[config.mk]
export PLATFORM = sky130hd
export DESIGN_NAME = multicycle_ctrl
export DESIGN_NICKNAME = d
export VERILOG_FILES = /design/src/rtl/multicycle_ctrl.sv
export SDC_FILE = /design/constraint.sdc
export NUM_CORES = 1
export LEC_CHECK = 0
export CORE_ASPECT_RATIO = 1.75
export CORE_UTILIZATION = 30
export DETAILED_ROUTE_END_ITERATION = 10
export PLACE_DENSITY = 0.65
export RECOVER_POWER = 50
export SYNTH_ARGS = -nofsm -noshare
export SYNTH_HDL_FRONTEND = slang
export SYNTH_SLANG_ARGS = --single-unit
[constraint.sdc]
create_clock -name clk -period 7.3 [get_ports clk]
set_clock_uncertainty 0.15 [all_clocks]
set_input_delay 1.46 -clock clk [delete_from_list [all_inputs] [get_ports clk]]
set_output_delay 1.46 -clock clk [all_outputs]
set_load 0.03 [all_outputs]
[src/rtl/multicycle_ctrl.sv]
// Main control FSM for the multicycle RV32I core: sequences ALU, register file and unified memory,
// stalls on MemReady and halts on illegal opcodes or bus timeouts.
module multicycle_ctrl #(
  parameter int unsigned WAIT_MAX        = 15,
  parameter bit          HALT_ON_ILLEGAL = 1'b1
) (
  input  logic       clk,
  input  logic       reset,
  input  logic [6:0] op,
  input  logic [2:0] funct3,
  input  logic       funct7b5,
  input  logic       Zero,
  input  logic       Lt,
  input  logic       Ltu,
  input  logic       MemReady,
  output logic       PCWrite,
  output logic       AdrSrc,
  output logic       MemWrite,
  output logic       IRWrite,
  output logic [1:0] ResultSrc,
  output logic [1:0] ALUSrcA,
  output logic [1:0] ALUSrcB,
  output logic [1:0] ImmSrc,
  output logic [3:0] ALUControl,
  output logic       RegWrite,
  output logic       Halted,
  output logic [1:0] ErrCode,
  output logic [3:0] DbgState
);

  // Encoding is visible on DbgState, so it is fixed explicitly.
  typedef enum logic [3:0] {
    StFetch    = 4'd0,
    StDecode   = 4'd1,
    StMemAdr   = 4'd2,
    StMemRead  = 4'd3,
    StMemWb    = 4'd4,
    StMemWrite = 4'd5,
    StExecR    = 4'd6,
    StExecI    = 4'd7,
    StAluWb    = 4'd8,
    StBranch   = 4'd9,
    StJal      = 4'd10,
    StHalt     = 4'd11
  } state_e;

  localparam logic [6:0] OpLoad   = 7'b0000011;
  localparam logic [6:0] OpStore  = 7'b0100011;
  localparam logic [6:0] OpRType  = 7'b0110011;
  localparam logic [6:0] OpIType  = 7'b0010011;
  localparam logic [6:0] OpBranch = 7'b1100011;
  localparam logic [6:0] OpJal    = 7'b1101111;

  localparam logic [3:0] AluAdd  = 4'b0000;
  localparam logic [3:0] AluSub  = 4'b0001;
  localparam logic [3:0] AluAnd  = 4'b0010;
  localparam logic [3:0] AluOr   = 4'b0011;
  localparam logic [3:0] AluXor  = 4'b0100;
  localparam logic [3:0] AluSlt  = 4'b0101;
  localparam logic [3:0] AluSrl  = 4'b0110;
  localparam logic [3:0] AluSra  = 4'b0111;
  localparam logic [3:0] AluSll  = 4'b1000;
  localparam logic [3:0] AluSltu = 4'b1001;

  localparam logic [1:0] ErrNone    = 2'b00;
  localparam logic [1:0] ErrIllegal = 2'b01;
  localparam logic [1:0] ErrTimeout = 2'b10;

  state_e     state_q, state_d;
  logic [7:0] wait_cnt_q, wait_cnt_d;
  logic [1:0] err_q, err_d;

  logic       waiting, timeout;
  logic       taken, br_legal;
  logic [3:0] alu_dec;
  logic       pc_write, mem_write, ir_write, reg_write;

  assign waiting = (state_q == StFetch) || (state_q == StMemRead) || (state_q == StMemWrite);
  // The cycle that would be the WAIT_MAX-th stalled cycle is the timeout cycle.
  assign timeout = waiting && !MemReady && (WAIT_MAX != 0) &&
                   ((32'(wait_cnt_q) + 32'd1) >= WAIT_MAX);

  always_comb begin
    unique case (funct3)
      3'b000: alu_dec = (funct7b5 && op[5]) ? AluSub : AluAdd;
      3'b001: alu_dec = AluSll;
      3'b010: alu_dec = AluSlt;
      3'b011: alu_dec = AluSltu;
      3'b100: alu_dec = AluXor;
      3'b101: alu_dec = funct7b5 ? AluSra : AluSrl;
      3'b110: alu_dec = AluOr;
      3'b111: alu_dec = AluAnd;
    endcase
  end

  always_comb begin
    taken    = 1'b0;
    br_legal = 1'b1;
    unique case (funct3)
      3'b000:  taken = Zero;
      3'b001:  taken = !Zero;
      3'b100:  taken = Lt;
      3'b101:  taken = !Lt;
      3'b110:  taken = Ltu;
      3'b111:  taken = !Ltu;
      default: br_legal = 1'b0;
    endcase
  end

  always_comb begin
    unique case (op)
      OpStore:  ImmSrc = 2'b01;
      OpBranch: ImmSrc = 2'b10;
      OpJal:    ImmSrc = 2'b11;
      default:  ImmSrc = 2'b00;
    endcase
  end

  always_comb begin
    state_d    = state_q;
    err_d      = err_q;
    pc_write   = 1'b0;
    mem_write  = 1'b0;
    ir_write   = 1'b0;
    reg_write  = 1'b0;
    AdrSrc     = 1'b0;
    ResultSrc  = 2'b00;
    ALUSrcA    = 2'b00;
    ALUSrcB    = 2'b00;
    ALUControl = AluAdd;
    Halted     = 1'b0;

    unique case (state_q)
      StFetch: begin
        ALUSrcB   = 2'b10;
        ResultSrc = 2'b10;
        ir_write  = MemReady;
        pc_write  = MemReady;
        if (MemReady) begin
          state_d = StDecode;
        end else if (timeout) begin
          state_d = StHalt;
          err_d   = ErrTimeout;
        end
      end
      StDecode: begin
        ALUSrcA = 2'b01;
        ALUSrcB = 2'b01;
        unique case (op)
          OpLoad, OpStore: state_d = StMemAdr;
          OpRType:         state_d = StExecR;
          OpIType:         state_d = StExecI;
          OpBranch:        state_d = StBranch;
          OpJal:           state_d = StJal;
          default: begin
            if (HALT_ON_ILLEGAL) begin
              state_d = StHalt;
              err_d   = ErrIllegal;
            end else begin
              state_d = StFetch;
            end
          end
        endcase
      end
      StMemAdr: begin
        ALUSrcA = 2'b10;
        ALUSrcB = 2'b01;
        state_d = op[5] ? StMemWrite : StMemRead;
      end
      StMemRead: begin
        AdrSrc = 1'b1;
        if (MemReady) begin
          state_d = StMemWb;
        end else if (timeout) begin
          state_d = StHalt;
          err_d   = ErrTimeout;
        end
      end
      StMemWb: begin
        ResultSrc = 2'b01;
        reg_write = 1'b1;
        state_d   = StFetch;
      end
      StMemWrite: begin
        AdrSrc    = 1'b1;
        mem_write = !timeout;
        if (MemReady) begin
          state_d = StFetch;
        end else if (timeout) begin
          state_d = StHalt;
          err_d   = ErrTimeout;
        end
      end
      StExecR: begin
        ALUSrcA    = 2'b10;
        ALUControl = alu_dec;
        state_d    = StAluWb;
      end
      StExecI: begin
        ALUSrcA    = 2'b10;
        ALUSrcB    = 2'b01;
        ALUControl = alu_dec;
        state_d    = StAluWb;
      end
      StAluWb: begin
        reg_write = 1'b1;
        state_d   = StFetch;
      end
      StBranch: begin
        ALUSrcA    = 2'b10;
        ALUControl = AluSub;
        if (br_legal) begin
          pc_write = taken;
          state_d  = StFetch;
        end else if (HALT_ON_ILLEGAL) begin
          state_d = StHalt;
          err_d   = ErrIllegal;
        end else begin
          state_d = StFetch;
        end
      end
      StJal: begin
        ALUSrcA  = 2'b01;
        ALUSrcB  = 2'b10;
        pc_write = 1'b1;
        state_d  = StAluWb;
      end
      StHalt: begin
        Halted = 1'b1;
      end
      default: begin
        state_d = StHalt;
      end
    endcase

    if (state_d != state_q) begin
      wait_cnt_d = 8'd0;
    end else if (waiting && !MemReady) begin
      wait_cnt_d = (wait_cnt_q == 8'hFF) ? wait_cnt_q : wait_cnt_q + 8'd1;
    end else begin
      wait_cnt_d = wait_cnt_q;
    end
  end

  always_ff @(posedge clk or negedge reset) begin
    if (!reset) begin
      state_q    <= StFetch;
      wait_cnt_q <= 8'd0;
      err_q      <= ErrNone;
    end else begin
      state_q    <= state_d;
      wait_cnt_q <= wait_cnt_d;
      err_q      <= err_d;
    end
  end

  // Enables are masked combinationally so nothing fires while reset is held low.
  assign PCWrite  = pc_write && reset;
  assign MemWrite = mem_write && reset;
  assign IRWrite  = ir_write && reset;
  assign RegWrite = reg_write && reset;
  assign ErrCode  = err_q;
  assign DbgState = state_q;

endmodule

==> results.md, run 1 <==
- Status: finished, final reports clean
- Met3 wire length: roughly 130 um
- Postcts setup bufs: 0
- Via count: 1517
- Multi-input gate area: between 1000 and 1500 um^2
- Worst Hold Class: reg -> reg
- Crit path DAT: 3780 ps
- P per Cell Area: between 300 and 400 nW/um^2
- DIE AREA: 5247 um^2
- Setup violations, final: 0
- Clock Tree Root: clkbuf_8
- Ant. Diodes: 0
- Post-layout nets: about 240
- RSZ-0062 raised after global routing: no
- DP HPWL: ~3000 um
- Vias in the first global route: between 1000 and 1500
- Tmin final: 5387 ps
- Cells after synthesis: 192
- Hold WS: around 380 ps
- Max incr delay on CP: 730 ps
- Slowest CP cell: clkdlybuf4s50_1
- Pre-CTS setup slack: ~2000 ps
- Total power: roughly 690 uW
- Register cell area after layout: approximately 350 um^2
- Fraction of registers with async set/reset: 100.0%
- Port buffer count: 40
- Critical path cell sequence: dlygate4sd3_1 -> clkbuf_1 -> nand2_1 -> nor4_1 -> clkdlybuf4s50_1
- Maximum VDD drop: ~0.26 mV
- CTS tree: done
- Initial antenna violation count: 0
- Setup TNS: 0 ps
- Clock sink count: 14
- Netlist cell types: between 50 and 60
- All-Layer GR Usage: roughly 16%
- Power share of the sequential group: between 20% and 30%
- Worst path top cell family by delay: buffers and inverters
- Initial DRC Count: 30
- Fin worst setup slack: 1913 ps
- Filler cells: roughly 490
- WL final: 3872 um
- GRT Residual Overflow: 0
- Clock group share of total power: 9.2%
- Highest Signal Layer: met4
- CTS max path bufs: 2
- TritonCTS Buffers: 3
- Core area: approximately 4700 um^2
- Post-Syn Area per Cell: about 7.7 um^2
- GPL Wtd Cong: about 0.83
- CTS resizes: 0
- Row Count: 33
- Area delta synth->final: 29.74%
- Sequential cell area fraction in the yosys report: between 20% and 30%
- Hold Crit Depth: 2
- Max_slew headroom: around two fifths
- Max Cap Viol: 0
- Final hold violations: 0
- Worst reg-to-reg setup slack: about 4400 ps
- Reg2reg path depth: 7
- Leakage: between 0.0007 and 0.0008 uW
- Die span in x: 55.19 um
- Syn nets: between 200 and 250
- Initial cell density of the core: between 30% and 40%
- Worst hold start: ErrCode[0]
- Slew of the pin with the lowest slew margin: a little over 900 ps
- Post-route DRC: 0
- Reg2reg end: wait_cnt_q[1]
- Critical path class: in -> out
- Ys Warns: 0
- Largest net degree at the start of global routing: 25
- Most common cell after layout, fill and taps aside: clkdlybuf4s50_1
- First-pass GRT wire length: ~6000 um
- # hold bufs at CTS: 0
- DR WL met2: around 2200 um
- Bufs and invs on worst path: 3
- Crit end category: output port
- Clock slew at the register clock pins of the worst setup and hold paths: ~60 ps
- Crit share post-route: around three quarters
- Post-Syn Area: approximately 1500 um^2
- Worst Setup Start Kind: primary input
- Internal: approximately 330 uW
- Critical path peak fanout: 17
- Hold worst-path end: ErrCode[0]
- CTS H-tree depth: 1
- Share of post-route cells with drive strength above 1: 7.207%
- Post-synth EDFFs: 0
- Combinational power share: between 60 and 70%
- Drt pass-1 iters: 4
- Worst skew pair latency: 250 ps
- R2r startpoint: DbgState[0]
- Post-route ant nets: 0
- Top Ports: between 40 and 50
- Final-report max-slew violation count: 0
- Sw Ratio: around 52%
- Most frequent cells in the layout: 31 x clkdlybuf4s50_1, 22 x nor2_1, 21 x nand2_1, 14 x dfrtp_1, 10 x o21ai_0
- FMAX: approximately 0.19 GHz
- WL met1: ~1500 um
- Vias per cell: roughly 5.5
- Yosys reg bits: 14
- DIE HEIGHT: 95.08 um
- Final core utilization: between 40% and 50%
- WL/cell: ~14 um
- Main flop type after synthesis: dfrtp_1
- CP Data Required Time: roughly 5700 ps
- P_sw: ~360 uW
-- power groups by stage --
stage	Combinational [uW]	Sequential (uW)	Clock, uW
2_1_floorplan	365	129	0
3_3_place_gp	476	157	0
3_5_place_dp	478	159	0
4_1_cts	479	157	65.9
5_1_grt	511	164	67.6
6_report	469	157	63.8
-- synthesized netlist by cell type, types with 3 or more instances --
cell type | number | share of area (%)
nand2b_1 | 6 | 2.5
dfrtp_1 | 14 | 24
or2_2 | 3 | 1.3
xor2_1 | 6 | 3.5
nor2_1 | 22 | 5.6
nor2b_1 | 4 | 1.7
and3_1 | 4 | 1.7
nand2_1 | 21 | 5.3
nor4b_1 | 4 | 2.4
nand3_1 | 6 | 2.0
o21ai_0 | 10 | 3.4
buf_2 | 4 | 1.3
o31ai_1 | 3 | 1.5
nor3_1 | 5 | 1.7
mux2i_1 | 4 | 2.7
nor4_1 | 4 | 1.7
a21oi_1 | 9 | 3.0
o21bai_1 | 3 | 1.5
clkbuf_1 | 7 | 1.8
inv_1 | 7 | 1.8
xnor2_1 | 6 | 3.5
-- per-stage QoR --
step / std cells / area [um^2]
3_5_place_dp: 271 / 1889
3_3_place_gp: 271 / 1889
6_report: 274 / 1927
5_1_grt: 274 / 1927
2_1_floorplan: 192 / 1485
4_1_cts: 274 / 1931
-- state kept, by name, indices dropped and copies added (netlist names) --
| register | flops |
|---|---|
| wait_cnt_q | 8 |
| DbgState | 4 |
| ErrCode | 2 |
-- worst register-to-register path: stages (launching register included) --
cell and delay [ps]:
dfrtp_1 800, nand2b_1 320, or3_4 470, a221oi_1 290, o211ai_1 150, o21bai_2 210, nand4b_4 190, a211oi_2 230
-- how the worst max path moves through the flow --
stage,start,to,depth (start not counted)
3_5_place_dp,funct3[1],PCWrite,9
5_1_grt,reset,IRWrite,5
3_3_place_gp,funct3[1],PCWrite,9
4_1_cts,funct3[1],PCWrite,9
2_1_floorplan,MemReady,MemWrite,4
6_report,reset,IRWrite,5
-- layout make-up --
type	count	area share (%)
multi-input combinational	157	53.96
inverter	7	1.364
timing repair buffer	41	20.97
sequential	14	18.18
tap	52	3.377
clock buffer	3	2.143
-- cell families after synthesis --
kind of cell,Yosys count,share of synthesized area (%)
AND/OR/NAND/NOR,91,32.94
XOR/XNOR,13,8.172
AO/OA/AOI/OAI,47,24.52
buffers and inverters,21,6.403
flip-flops,14,23.59
adder cells (fa/ha/maj),2,1.685
multiplexers,4,2.696
-- metal layers --
metal,global-route usage (%),up-vias
met1,14.72,716
met2,30.82,41
li1,-,749
met5,0,-
met4,6.458,0
met3,1.754,11
No activity file was read; power rests on OpenSTA's default activity.
==> run 2, diff against run 1 <==
--- a/config.mk
+++ b/config.mk
@@ -8,7 +8,7 @@
 export CORE_ASPECT_RATIO = 1.75
 export CORE_UTILIZATION = 30
 export DETAILED_ROUTE_END_ITERATION = 10
-export PLACE_DENSITY = 0.65
+export PLACE_DENSITY = 0.67
 export RECOVER_POWER = 50
 export SYNTH_ARGS = -nofsm -noshare
 export SYNTH_HDL_FRONTEND = slang
==> constraint.sdc (replaced) <==
create_clock -name clk -period 4.8 [get_ports clk]
set_clock_uncertainty 0.15 [all_clocks]
set_input_delay 0.96 -clock clk [delete_from_list [all_inputs] [get_ports clk]]
set_output_delay 0.96 -clock clk [all_outputs]
set_load 0.03 [all_outputs]
==> run 2 against run 1 <==
  * Hold slack lost 15 ps
  * Via count shrank 0.66%
  * First-iteration DRC count fell by 13%
  * Core utilization rose by 0.64 points
  * Flip-flop and latch count did not move
==> results.md, run 2 (synthesized netlist as in run 1, its figures left out) <==
- CTS max path bufs: 2 (unchanged)
- Drt pass-1 iters: 4 (unchanged)
- Post-route DRC: 0 (unchanged)
- Worst path most repeated cell: clkdlybuf4s50_1
- Most frequent cells in the layout: 30 x clkdlybuf4s50_1, 22 x nor2_1, 21 x nand2_1, 14 x dfrtp_1
- CTS resizes: 0 (unchanged)
- Slew of the pin with the lowest slew margin: 777.0 ps (-149.9 ps)
- Pre-CTS setup slack: 486.1 ps (-1480 ps)
- Clock group share of total power: 8.8% (-0.4 points)
- Tmin final: approximately 4300 ps
- Hold WS: 368.5 ps (-14.58 ps)
- Finished Layout Cells: 278 (+1.5%)
- Clock Tree Root: clkbuf_8
- Initial DRC Count: 26 (-13%)
- Ant. Diodes: 0 (unchanged)
- P per Cell Area: 548.8 nW/um^2 (+53%)
- Row Count: 33 (unchanged)
- Crit end category: output port
- Max incr delay on CP: 660 ps (-70 ps)
- All-Layer GR Usage: 16.43% (+0.87 points)
- CTS tree: done
- Sw Ratio: 51.35% (-0.99 points)
- Maximum VDD drop: 0.4576 mV (+78%)
- Leakage: 0.0007768 uW (+2.7%)
- Power share of the sequential group: 14.6% (-8.2 points)
- Worst Hold Class: reg -> reg
- Port buffer count: 40 (unchanged)
- WL/cell: 13.94 um (-1.4%)
- First-pass GRT wire length: 6265 um (+4.0%)
- Initial antenna violation count: 0 (unchanged)
- FMAX: approximately 0.23 GHz
- Vias per cell: 5.421 (-2.1%)
- GRT Residual Overflow: 0 (unchanged)
- Combinational power share: 76.6% (+8.6 points)
- Slowest CP cell: clkdlybuf4s50_1
- Filler cells: 482 (-2.4%)
- Area delta synth->final: 31.76%
- Vias in the first global route: 1463 (+0.76%)
- Post-layout nets: 247 (+1.6%)
- Crit share post-route: about 90%
- Worst Setup Start Kind: primary input
- Max Cap Viol: 0 (unchanged)
- Post-route ant nets: 0 (unchanged)
- Final hold violations: 0 (unchanged)
- Internal: 522.5 uW (+59%)
- Placed cells: 275 (+1.5%)
- Critical path cell sequence: clkdlybuf4s50_1 -> mux2i_1 -> xnor2_1 -> nand2_1 -> o31ai_1 -> a31oi_1 -> o21ai_0 -> and3b_1 -> clkdlybuf4s50_1
- GPL Wtd Cong: 0.8672 (+4.5%)
- Core area: 4707 um^2 (unchanged)
- Largest net degree at the start of global routing: 23 (-8.0%)
- Setup TNS: 0 ps (unchanged)
- Most flops, register: wait_cnt_q
- Via count: 1507 (-0.66%)
- Clock sink count: 14 (unchanged)
- DIE AREA: 5247 um^2 (unchanged)
- Worst skew pair latency: 250 ps (about the same)
- P_sw: 551.5 uW (+53%)
- Critical path peak fanout: 7 (-10)
- Final-report max-slew violation count: 0 (unchanged)
- Largest register FFs: 8 (unchanged)
- Die span in x: 55.19 um (unchanged)
- Clock slew at the register clock pins of the worst setup and hold paths: 50 ps (about the same)
- Initial cell density of the core: 31.55% (unchanged)
- RSZ-0062 raised after global routing: no
- Most common cell after layout, fill and taps aside: clkdlybuf4s50_1
- Top Ports: 41 (unchanged)
- WL final: 3874 um (about the same)
- Share of post-route cells with drive strength above 1: 8.850% (+1.6 points)
- DIE HEIGHT: 95.08 um (unchanged)
- # hold bufs at CTS: 0 (unchanged)
- Critical path class: in -> out
- Postcts setup bufs: 0 (unchanged)
- Crit path DAT: 3190 ps (-590 ps)
- Status: finished, final reports clean
- Max_slew headroom: 48.20% (+10 points)
- TritonCTS Buffers: 3 (unchanged)
- DP HPWL: 3113 um (+2.9%)
- CTS H-tree depth: 1 (unchanged)
- Fin worst setup slack: 501.4 ps (-1411 ps)
- Setup violations, final: 0 (unchanged)
- CP Data Required Time: 3690 ps (-2000 ps)
[run 2: cell count changes in the layout (fill, tap and decap cells not counted)]
cell and delta:
buf_4 +4, clkdlybuf4s50_1 -1, dlygate4sd3_1 +1
[run 2: per-layer routing]
metal / GRT usage, % / vias to the layer above / wire, um
li1: - / 760 / -
met1: 16.47 / 716 / 1456
met2: 31.83 / 24 / 2250
met3: 1.914 / 7 / 95
met4: 6.250 / 0 / 71
met5: 0 / - / 0
[run 2: final timing paths]
kind	start	end	slack, ps	cells past startpoint
setup reg to reg	DbgState[2]	wait_cnt_q[7]	2250	8
setup / recovery	funct3[1]	PCWrite	500	9
hold reg to reg	ErrCode[0]	ErrCode[0]	370	2
hold / removal	ErrCode[0]	ErrCode[0]	370	2
max in group asynchronous	reset	wait_cnt_q[6]	2710	2
min in group asynchronous	reset	wait_cnt_q[2]	1310	2
[run 2: layout make-up]
type | instances | area [um^2] | area share [%]
clock buffers | 3 | 41.29 | 2.110
inverters | 7 | 26.28 | 1.343
multi-input cells | 157 | 1040 | 53.13
flip-flops and latches | 14 | 350.3 | 17.90
well taps | 52 | 65.06 | 3.325
repair buffers | 45 | 434.2 | 22.19
[run 2: through the flow]
step	util [%]	instance area [um^2]	power, uW
after CTS	41.65	1961	1095
after detailed placement	40.78	1919	994.9
after floorplan	-	1485	751.7
after global routing	41.57	1957	1167
final	41.57	1957	1074
after global placement	40.78	1919	992.9
[run 2: power by group through the flow]
| stage | sequential (uW) | clock (uW) | combinational (uW) |
|---|---|---|---|
| floorplan | 197 | 0 | 555 |
| global placement | 159 | 0 | 834 |
| detailed placement | 159 | 0 | 836 |
| CTS | 157 | 99.5 | 838 |
| global route | 160 | 104 | 902 |
| finish | 157 | 94.5 | 823 |
[run 2: critical path, delay by kind of cell]
kind                      cells  cell delay (ps)
buffers and inverters         2             1270
muxes                         1              260
xor gates and xnor gates      1              140
and+or+nand+nor               2              230
AOI/OAI and AO/OA             3              320
==> run 3, diff against run 2 <==
--- a/config.mk
+++ b/config.mk
@@ -8,7 +8,7 @@
 export CORE_ASPECT_RATIO = 1.75
 export CORE_UTILIZATION = 30
 export DETAILED_ROUTE_END_ITERATION = 10
-export PLACE_DENSITY = 0.67
+export PLACE_DENSITY = 0.65
 export RECOVER_POWER = 50
 export SYNTH_ARGS = -nofsm -noshare
 export SYNTH_HDL_FRONTEND = slang
==> constraint.sdc (replaced) <==
create_clock -name clk -period 5 [get_ports clk]
set_clock_uncertainty 0.15 [all_clocks]
set_input_delay 1 -clock clk [delete_from_list [all_inputs] [get_ports clk]]
set_output_delay 1 -clock clk [all_outputs]
set_load 0.05 [all_outputs]
==> run 3 against run 2 <==
  * Die area did not move
  * Setup slack lost 22 ps
  * Critical endpoint unchanged
  * Combinational power increased by 6.2%
  * Critical path type unchanged
==> results.md, run 3 (synthesized netlist as in run 1, its figures left out) <==
- WL final: 4111 um (+6.1%)
- Worst Hold Class: reg -> reg
- CTS max path bufs: 2 (unchanged)
- Postcts setup bufs: 0 (unchanged)
- Post-route ant nets: 0 (unchanged)
- CTS resizes: 0 (unchanged)
- FMAX: between 0.2 and 0.25 GHz
- Port buffer count: 40 (unchanged)
- All-Layer GR Usage: 17.17% (+0.73 points)
- Largest net degree at the start of global routing: 23 (unchanged)
- Initial DRC Count: 53 (+100%)
- Total power: 1152 uW (+7.3%)
- DP Area: 1919 um^2 (unchanged)
- Status: finished, final reports clean
- Worst skew pair latency: 250 ps (about the same)
- First-pass GRT wire length: 6644 um (+6.0%)
- WL/cell: 14.73 um (+5.7%)
- Clock Tree Root: clkbuf_8
- Drt pass-1 iters: 4 (unchanged)
- Final core utilization: 41.87% (+0.29 points)
- TritonCTS Buffers: 3 (unchanged)
- Initial antenna violation count: 0 (unchanged)
- Crit path DAT: 3370 ps (+180 ps)
- Row Count: 33 (unchanged)
- Share of post-route cells with drive strength above 1: 9.251% (+0.40 points)
- Critical path class: in -> out
- GRT Residual Overflow: 0 (unchanged)
- Clock slew at the register clock pins of the worst setup and hold paths: 60 ps (about the same)
- Design area: 1971 um^2 (+0.70%)
- Top Ports: 41 (unchanged)
- GPL Wtd Cong: 0.8740 (+0.78%)
- RSZ-0062 raised after global routing: no
- Post-route DRC: 0 (unchanged)
- Crit end category: output port
- Worst Setup Start Kind: primary input
- Most flops, register: wait_cnt_q
- Crit share post-route: roughly nine tenths
- Most common cell after layout, fill and taps aside: clkdlybuf4s50_1
- DP HPWL: 3223 um (+3.5%)
- Setup violations, final: 0 (unchanged)
- Fin worst setup slack: 479.9 ps (-21.53 ps)
- CTS tree: done
- # hold bufs at CTS: 0 (unchanged)
- Critical path peak fanout: 7 (unchanged)
- DIE AREA: 5247 um^2 (unchanged)
- Area delta synth->final: 32.69%
- Vias in the first global route: 1504 (+2.8%)
- CP Data Required Time: 3850 ps (+160 ps)
- Leakage: 0.0007837 uW (+0.89%)
- Vias per cell: 5.470 (+0.90%)
- Max_slew headroom: 48.39% (+0.19 points)
- Die span in x: 55.19 um (unchanged)
- Pre-CTS setup slack: 463.0 ps (-23.18 ps)
- Final-report max-slew violation count: 0 (unchanged)
- Final hold violations: 0 (unchanged)
- Setup TNS: 0 ps (unchanged)
- Slew of the pin with the lowest slew margin: 774.1 ps (-2.810 ps)
- Max Cap Viol: 0 (unchanged)
- Most frequent cells in the layout: 31 x clkdlybuf4s50_1, 22 x nor2_1, 21 x nand2_1, 14 x dfrtp_1, 10 x o21ai_0
- Largest register FFs: 8 (unchanged)
- Tmin final: roughly 4500 ps
- Via count: 1526 (+1.3%)
- Initial cell density of the core: 31.55% (unchanged)
- Post-layout nets: 247 (unchanged)
- CTS H-tree depth: 1 (unchanged)
- P per Cell Area: 584.8 nW/um^2 (+6.5%)
- Ant. Diodes: 0 (unchanged)
- Clock sink count: 14 (unchanged)
- DIE HEIGHT: 95.08 um (unchanged)
- Maximum VDD drop: 0.3748 mV (-18%)
- Core area: 4707 um^2 (unchanged)
run 3: layer usage:
metal	global-route usage (%)	vias up	part of all wire, %
li1	-	760	-
met1	17.11	726	37
met2	33.63	31	58
met3	1.754	9	2.6
met4	6.250	0	2.0
met5	0	-	0
run 3: worst max-delay path: stages:
cell             delay (ps)
clkdlybuf4s50_1         620
mux2i_1                 260
xnor2_1                 140
nand2_1                  70
o31ai_1                  70
a31oi_1                 110
o21ai_0                 150
and3b_1                 170
clkdlybuf4s50_1         800
run 3: final cells by class:
class / instances / area (um^2)
fillers: 513 / 2736
multi-input cells: 157 / 1040
repair buffers: 45 / 434.2
flip-flops and latches: 14 / 350.3
well taps: 52 / 65.06
clock buffers: 4 / 55.05
inverters: 7 / 26.28
run 3: through the flow:
step           hold WS, ps  std cells
6_report             381.5        279
5_1_grt              424.0        279
4_1_cts              398.3        279
3_5_place_dp         380.8        275
3_3_place_gp         380.8        275
2_1_floorplan        410.0        192
run 3: power breakdown:
group          internal, uW  switching, uW  total, uW
logic                   313            561        874
registers               134           31.5        165
clock network          69.8           43.0        113
total                   517            636       1150
run 3: final timing paths:
path                                   from             to  slack, ps  cells past startpoint
worst max-delay path              funct3[1]        PCWrite        480                      9
worst min-delay path             ErrCode[1]     ErrCode[1]        380                      1
worst max register to register  DbgState[0]  wait_cnt_q[1]       2320                      7
worst min register to register   ErrCode[1]     ErrCode[1]        380                      1
max in group asynchronous             reset     ErrCode[1]       2850                      2
min in group asynchronous             reset     ErrCode[0]        890                      1
